--- config.mk ---
export PLATFORM = sky130hd
export DESIGN_NAME = pc_fetch_unit
export DESIGN_NICKNAME = d
export VERILOG_FILES = /design/src/rtl/pc_fetch_unit.sv
export SDC_FILE = /design/constraint.sdc
export NUM_CORES = 1
export LEC_CHECK = 0
export CAP_MARGIN = 20
export CORE_UTILIZATION = 44
export CTS_BUF_LIST = sky130_fd_sc_hd__clkbuf_8
export CTS_CLUSTER_SIZE = 12
export DETAILED_ROUTE_END_ITERATION = 12
export PLACE_DENSITY_LB_ADDON = 0.12
export SYNTH_ARGS = -nofsm -noshare
export SYNTH_HDL_FRONTEND = slang
export SYNTH_SLANG_ARGS = --single-unit
--- constraint.sdc ---
create_clock -name clk -period 2.71 [get_ports clk]
set_input_delay 0.542 -clock clk [delete_from_list [all_inputs] [get_ports clk]]
set_output_delay 0.542 -clock clk [all_outputs]
set_load 0.02 [all_outputs]
--- src/rtl/pc_fetch_unit.sv ---
// Instruction fetch sequencer: owns PC/MAR/IR and runs the MOC read handshake,
// with bounded wait states, branch/jump redirect and a sticky fault state.
module pc_fetch_unit #(
    parameter int                ADDR_W       = 32,
    parameter logic [ADDR_W-1:0] RESET_VECTOR = '0,
    parameter int                INSTR_BYTES  = 4,
    parameter int                TIMEOUT      = 15
) (
    input  logic              clk,
    input  logic              reset,
    input  logic              fetch_req,
    input  logic              update_pc,
    input  logic [1:0]        pc_sel,
    input  logic [15:0]       br_offset,
    input  logic [25:0]       j_index,
    input  logic              moc,
    input  logic [31:0]       mem_data,
    output logic              mem_enable,
    output logic              mem_rw,
    output logic [ADDR_W-1:0] mar,
    output logic [31:0]       ir,
    output logic              ir_valid,
    output logic [ADDR_W-1:0] pc,
    output logic [ADDR_W-1:0] fetch_pc,
    output logic              busy,
    output logic              fault,
    output logic [1:0]        fault_code,
    input  logic              fault_clr
);
    localparam int SHIFT = $clog2(INSTR_BYTES);
    localparam int CNT_W = (TIMEOUT > 1) ? $clog2(TIMEOUT) : 1;

    typedef enum logic [1:0] {IDLE, ADDR, WAIT, FAULT} state_t;

    state_t            state, state_nxt;
    logic [CNT_W-1:0]  wait_cnt;
    logic [ADDR_W-1:0] br_tgt, jmp_tgt, target;
    logic              redirect, misaligned, timed_out;

    always_comb begin
        br_tgt     = pc + ({{(ADDR_W-16){br_offset[15]}}, br_offset} << SHIFT);
        jmp_tgt    = {pc[ADDR_W-1:28], j_index, 2'b00};
        redirect   = update_pc && (pc_sel == 2'b01 || pc_sel == 2'b10);
        target     = (pc_sel == 2'b01) ? br_tgt : jmp_tgt;
        misaligned = redirect && ((target & ADDR_W'(INSTR_BYTES - 1)) != '0);
        // moc on the final wait edge still counts as a completion
        timed_out  = (wait_cnt == CNT_W'(TIMEOUT - 1)) && !moc;
    end

    always_comb begin
        state_nxt = state;
        case (state)
            IDLE:  if (misaligned) state_nxt = FAULT;
                   else if (fetch_req) state_nxt = ADDR;
            ADDR:  state_nxt = WAIT;
            WAIT:  if (moc) state_nxt = IDLE;
                   else if (timed_out) state_nxt = FAULT;
            FAULT: if (fault_clr) state_nxt = IDLE;
            default: state_nxt = IDLE;
        endcase
    end

    always_ff @(posedge clk or negedge reset) begin
        if (!reset) state <= IDLE;
        else        state <= state_nxt;
    end

    always_ff @(posedge clk or negedge reset) begin
        if (!reset) begin
            pc         <= RESET_VECTOR;
            fetch_pc   <= RESET_VECTOR;
            mar        <= '0;
            ir         <= '0;
            ir_valid   <= 1'b0;
            mem_enable <= 1'b0;
            fault      <= 1'b0;
            fault_code <= 2'b00;
            wait_cnt   <= '0;
        end else begin
            ir_valid <= 1'b0;
            case (state)
                IDLE: begin
                    if (misaligned) begin
                        fault      <= 1'b1;
                        fault_code <= 2'b10;
                    end else if (redirect) begin
                        pc <= target;
                    end
                end
                ADDR: begin
                    mar        <= pc;
                    fetch_pc   <= pc;
                    mem_enable <= 1'b1;
                    wait_cnt   <= '0;
                end
                WAIT: begin
                    if (moc) begin
                        ir         <= mem_data;
                        ir_valid   <= 1'b1;
                        mem_enable <= 1'b0;
                        pc         <= pc + ADDR_W'(INSTR_BYTES);
                    end else if (timed_out) begin
                        mem_enable <= 1'b0;
                        fault      <= 1'b1;
                        fault_code <= 2'b01;
                    end else begin
                        wait_cnt <= wait_cnt + CNT_W'(1);
                    end
                end
                FAULT: begin
                    if (fault_clr) begin
                        fault      <= 1'b0;
                        fault_code <= 2'b00;
                    end
                end
                default: ;
            endcase
        end
    end

    assign busy   = (state != IDLE);
    assign mem_rw = 1'b0;
endmodule
After elaboration in Yosys (flattened, before gate mapping)
Cells that the tools add are included.
{"block": "classes", "n_addsub": 3, "mul": 0, "n_div": 0, "order_cmp": 0, "n_eq_ne": 17, "n_shift": 0, "n_mux": 28, "bitwise_logic": 0, "reduce_logical": 18}
{"operator": "two-way mux 32 bit", "n": 4}
{"operator": "one-hot mux 32 bit (2 select lines)", "n": 1}
{"operator": "adder 32 x 3 -> 32 bit, second input constant", "n": 1}
{"operator": "adder 32 bit", "n": 1}
{"operator": "nonzero test 32 bit", "n": 1}
{"operator": "inequality test 2 bit, second input constant", "n": 9}
{"operator": "two-way mux 2 bit", "n": 8}
{"operator": "AND reduction 5 bit", "n": 2}
{"operator": "two-way mux 1 bit", "n": 8}
{"operator": "two-way mux 4 bit", "n": 2}
{"operator": "one-hot mux 2 bit (4 select lines)", "n": 1}
{"operator": "one-hot mux 4 bit (2 select lines)", "n": 1}
{"operator": "== test 2 bit, second input constant", "n": 3}
{"operator": "inequality test 3 bit, second input constant", "n": 2}
{"operator": "one-hot mux 2 bit (3 select lines)", "n": 1}
{"operator": "AND reduction 3 bit", "n": 2}
{"operator": "nonzero test 2 bit", "n": 3}
{"operator": "adder 4 x 1 -> 4 bit, second input constant", "n": 1}
{"operator": "== test 2 x 1 -> 1 bit, second input constant", "n": 2}
{"operator": "== test 4 bit, second input constant", "n": 1}
{"operator": "AND reduction 2 bit", "n": 2}
{"operator": "AND reduction 4 bit", "n": 1}
{"operator": "logical AND 1 bit", "n": 3}
{"operator": "one-hot mux 1 bit (3 select lines)", "n": 1}
{"operator": "other kinds (5)", "n": 5}
{"block": "totals", "regBits": 107, "latchBits": 0, "ramBits": 0, "rom_bits": 0, "input_bits": 82, "out_inout_bits": 135, "elab_cells": 76, "mem_count": 0}

Longest topological paths before layout
{"block": "logic_depth", "depth_word": 6, "ltp_mapped": 12, "mapped_depth_nobuf": 10}

Worst setup path after synthesis
Ideal clock, no wire load.
{"block": "synth_path", "kind": "in2reg", "from": "input br_offset[8]", "to": "register pc[31]", "setup_ps": 104, "t_arrival_ps": 2583, "required_time_ps": 2606, "path_slack_ps": 23, "stages": 9, "path_buffers": 0, "path_cell_list": "ha_1 and3_1 and3_4 a2111o_1 nand2_2 o31ai_4 o41a_1 a211o_1 o311ai_1"}
{"block": "synth_between", "elab_chain_len": 5}
{"element": "from (decl)", "line_no": "14", "source": "input logic [15:0] br_offset,"}
{"element": "adder 32 bit", "line_no": "41", "source": "br_tgt = pc + ({{(ADDR_W-16){br_offset[15]}}, br_offset} << SHIFT);"}
{"element": "two-way mux 32 bit", "line_no": "44", "source": "target = (pc_sel == 2'b01) ? br_tgt : jmp_tgt;"}
{"element": "two-way mux 32 bit", "line_no": "86", "source": "end else if (redirect) begin"}
{"element": "two-way mux 32 bit", "line_no": "83", "source": "if (misaligned) begin"}
{"element": "one-hot mux 32 bit (2 select lines)", "line_no": "81", "source": "case (state)"}
{"element": "to (signal assigned)", "line_no": "87", "source": "pc <= target;"}
{"element": "to (signal assigned)", "line_no": "101", "source": "pc <= pc + ADDR_W'(INSTR_BYTES);"}
{"element": "to (decl)", "line_no": "23", "source": "output logic [ADDR_W-1:0] pc,"}
Every way passes these cells. The select of a mux whose other input is x is not followed.
A chain may end at the register's enable or synchronous reset.

Worst setup path after layout
{"block": "layout_path", "from": "input br_offset[2]", "to": "register pc[31]"}
The elaborated chain is that of the path after synthesis.

==> flow_summary.json <==
{
  "fp.dieH_um": 128.0,
  "max-slew-margin-rel_pct": 64.49,
  "yosys_warnings": 0,
  "syn_to_final_growth_pct": 50.62,
  "layout_common_cells": "clkdlybuf4s50_1 (208), buf_4 (117), dfrtp_1 (106), a21oi_1 (69), mux2_2 (68)",
  "first_global_vias": 6911,
  "numClockSinks": 107,
  "yosys.area_share.xor_xnor_pct": 2.381,
  "yosys.area.top_type": "dfrtp_1",
  "routedWlPerCell_um": 18.26,
  "ant_nets": 0,
  "synthArstFlopShare_pct": 100.0,
  "ctsHoldBuffers": 0,
  "skew_ns": 0.01530,
  "fill_cells": 1225,
  "synth.distinct_cells": 66,
  "fin_crit_ns": 2.744,
  "clk_pin_slew_ns": 0.12,
  "grt_max_degree": 47,
  "clockBufferDepth": 2,
  "cts-htree-levels": 3,
  "status": "finished with violations",
  "synth_fa_ha_area_share_pct": 7.090,
  "r2r_cells": 10,
  "finalHoldViolations": 0,
  "regArea_um2": 2679,
  "row_count": 45,
  "syn_area_per_cell_um2": 9.456,
  "vdd_ir_drop_max_uv": 699.7,
  "drcViolationCount": 0,
  "synth_top_family_by_area": "compound AO/OA/AOI/OAI gates",
  "die_w_um": 128.0,
  "maxCapViolCount": 0,
  "power_mw": 13.70,
  "fmax_mhz": 364.4,
  "antenna_found_initial": 0,
  "cts_root_buffer": "clkbuf_8",
  "port_buffers": 215,
  "synthSimpleGateAreaFrac_pct": 13.66,
  "start_util_pct": 45.46,
  "layout_setup_ws_ns": -0.03400,
  "path_class": "input port to register",
  "critPathMaxFanout": 4,
  "ys_ff_latch": 107,
  "gp_congestion": 0.9348,
  "multiInputGateArea_um2": 4193,
  "pin_count": 217,
  "power.leakage_nw": 4.522,
  "violations": "setup timing",
  "synth_area_leaders": "dfrtp_1 (38%), mux2_2 (11%), ha_1 (6.8%), a21oi_1 (5.2%), buf_4 (3.5%)",
  "clk_latency_ns": 0.40,
  "synth-edff-count": 0,
  "start_kind": "input port",
  "p_per_area_nw_per_um2": 1302,
  "vias_per_cell": 5.667,
  "worst_hold_slack_ns": 0.09402,
  "final_nets": 1139,
  "drtIter0Drc": 546,
  "numCtsBuffers": 9,
  "tightest_slew_ns": 0.5302,
  "syn-num-nets": 860,
  "layout_commonest_cell": "clkdlybuf4s50_1",
  "place_hpwl_mm": 16.60,
  "period_share_pct": 101.3,
  "diodes": 0,
  "ys.flop_type": "dfrtp_1",
  "drtPass1Iterations": 5,
  "grt_first_pass_wirelength_mm": 34.82,
  "dieArea_um2": 16390,
  "gr-total-overflow": 0,
  "grt_usage_pct": 27.21,
  "critical_path_required_ns": 3.01,
  "netlist_area_um2": 6988,
  "final_max_slew_viol_count": 0,
  "wl_mm": 22.54,
  "cts_tree": "done",
  "critPathCaptureType": "register",
  "ys_seq_area_share_pct": 38.32,
  "synthCells": 739,
  "vias": 6993,
  "hold_path_class": "input port to asynchronous set/reset pin",
  "drive_above_1_share_pct": 25.42,
  "core_um2": 15370,
  "synth_top_area_share_pct": 38.32,
  "arrival_ns": 3.04,
  "setup_violations": 1,
  "synth_compound_area_share_pct": 19.41,
  "synthMuxAreaShare_pct": 12.68
}
## Yosys cell counts (13+ instances only)
cell / number
nand3_1: 25
inv_1: 19
clkbuf_1: 26
ha_1: 38
a31oi_1: 13
mux2_2: 68
a21o_1: 17
and3_1: 17
a21oi_1: 72
nor2_1: 38
o21ai_0: 29
dfrtp_1: 107
nand2_1: 62
buf_4: 33
## critical path, stage by stage
cell and delay [ns]:
clkdlybuf4s50_1 0.46, ha_4 0.21, a211oi_4 0.28, nor2_2 0.08
a2111o_1 0.48, nand2_2 0.10, o31ai_4 0.06, o41a_1 0.43
a211o_1 0.31, o311ai_2 0.08
## flip-flops by register name, summed over array words and instances, names as in the netlist
signal	cells
ir	32
ir_valid	1
state	2
fault	1
fault_code	2
fetch_pc	32
pc	32
wait_cnt	4
mem_enable	1
## cell families (layout without fill, tap and decap cells)
family	Yosys count	in the layout
AOI/OAI and AO/OA	213	213
and+or+nand+nor	194	194
DFF	107	107
buffers and inverters	86	370
muxes	80	80
adders and majority gates	39	39
xor gates and xnor gates	19	19
other	1	1
## report_power, final
part / internal, mW / total (mW) / leakage (nW) / switching, mW
sequential: 2.35 / 2.93 / 1.27 / 0.577
combinational: 4.79 / 9.71 / 3.15 / 4.92
clock: 0.374 / 1.06 / 0.105 / 0.687
total: 7.51 / 13.7 / 4.52 / 6.19
## layer usage
layer | vias to the layer above | global-route usage (%) | part of all wire [%]
met1 | 3416 | 35.74 | 42
li1 | 3231 | - | -
met2 | 291 | 44.73 | 49
met5 | - | 0 | 0
met3 | 55 | 4.508 | 6.1
met4 | 0 | 10.87 | 2.9
## cell type report
type	instances	share of cell area, %
well taps	211	2.508
repair buffers	335	29.48
flip-flops and latches	107	25.45
clock buffers	9	1.177
inverters	19	0.6776
multi-input cells	546	39.84
clock inverters	7	0.8678
## through the flow
stage | utilization (%) | TNS, ns | cells | area, um^2 | setup WS, ns
floorplan | - | 0 | 739 | 6988 | 0.02331
global route | 68.47 | -0.08742 | 1234 | 10530 | -0.06571
CTS | 66.65 | -0.01194 | 1231 | 10240 | -0.01194
detailed placement | 64.71 | -9.661 | 1214 | 9947 | -0.5997
global placement | 64.71 | -8.275 | 1214 | 9947 | -0.5476
finish | 68.47 | -0.03400 | 1234 | 10530 | -0.03400
## timing repair
item / in CTS / in global routing
setup buffers: 1 / 4
resized for setup: 15 / 46
pin swaps: 9 / 24
setup endpoints to repair: 10 / 14
## path summary, 6_finish.rpt
path / slack, ns / to / from
max: -0.03 / pc[31]$_DFFE_PN0P_ / br_offset[2]
min: 0.09 / fetch_pc[18]$_DFFE_PN0P_ / reset
max reg2reg: 0.03 / pc[31]$_DFFE_PN0P_ / pc[2]$_DFFE_PN0P_
min reg2reg: 0.50 / fault_code[1]$_DFFE_PN0P_ / fault_code[1]$_DFFE_PN0P_
max in group asynchronous: 1.84 / pc[3]$_DFFE_PN0P_ / reset
min in group clk: 0.50 / fault_code[1]$_DFFE_PN0P_ / fault_code[1]$_DFFE_PN0P_
No activity file was read; power rests on OpenSTA's default activity.
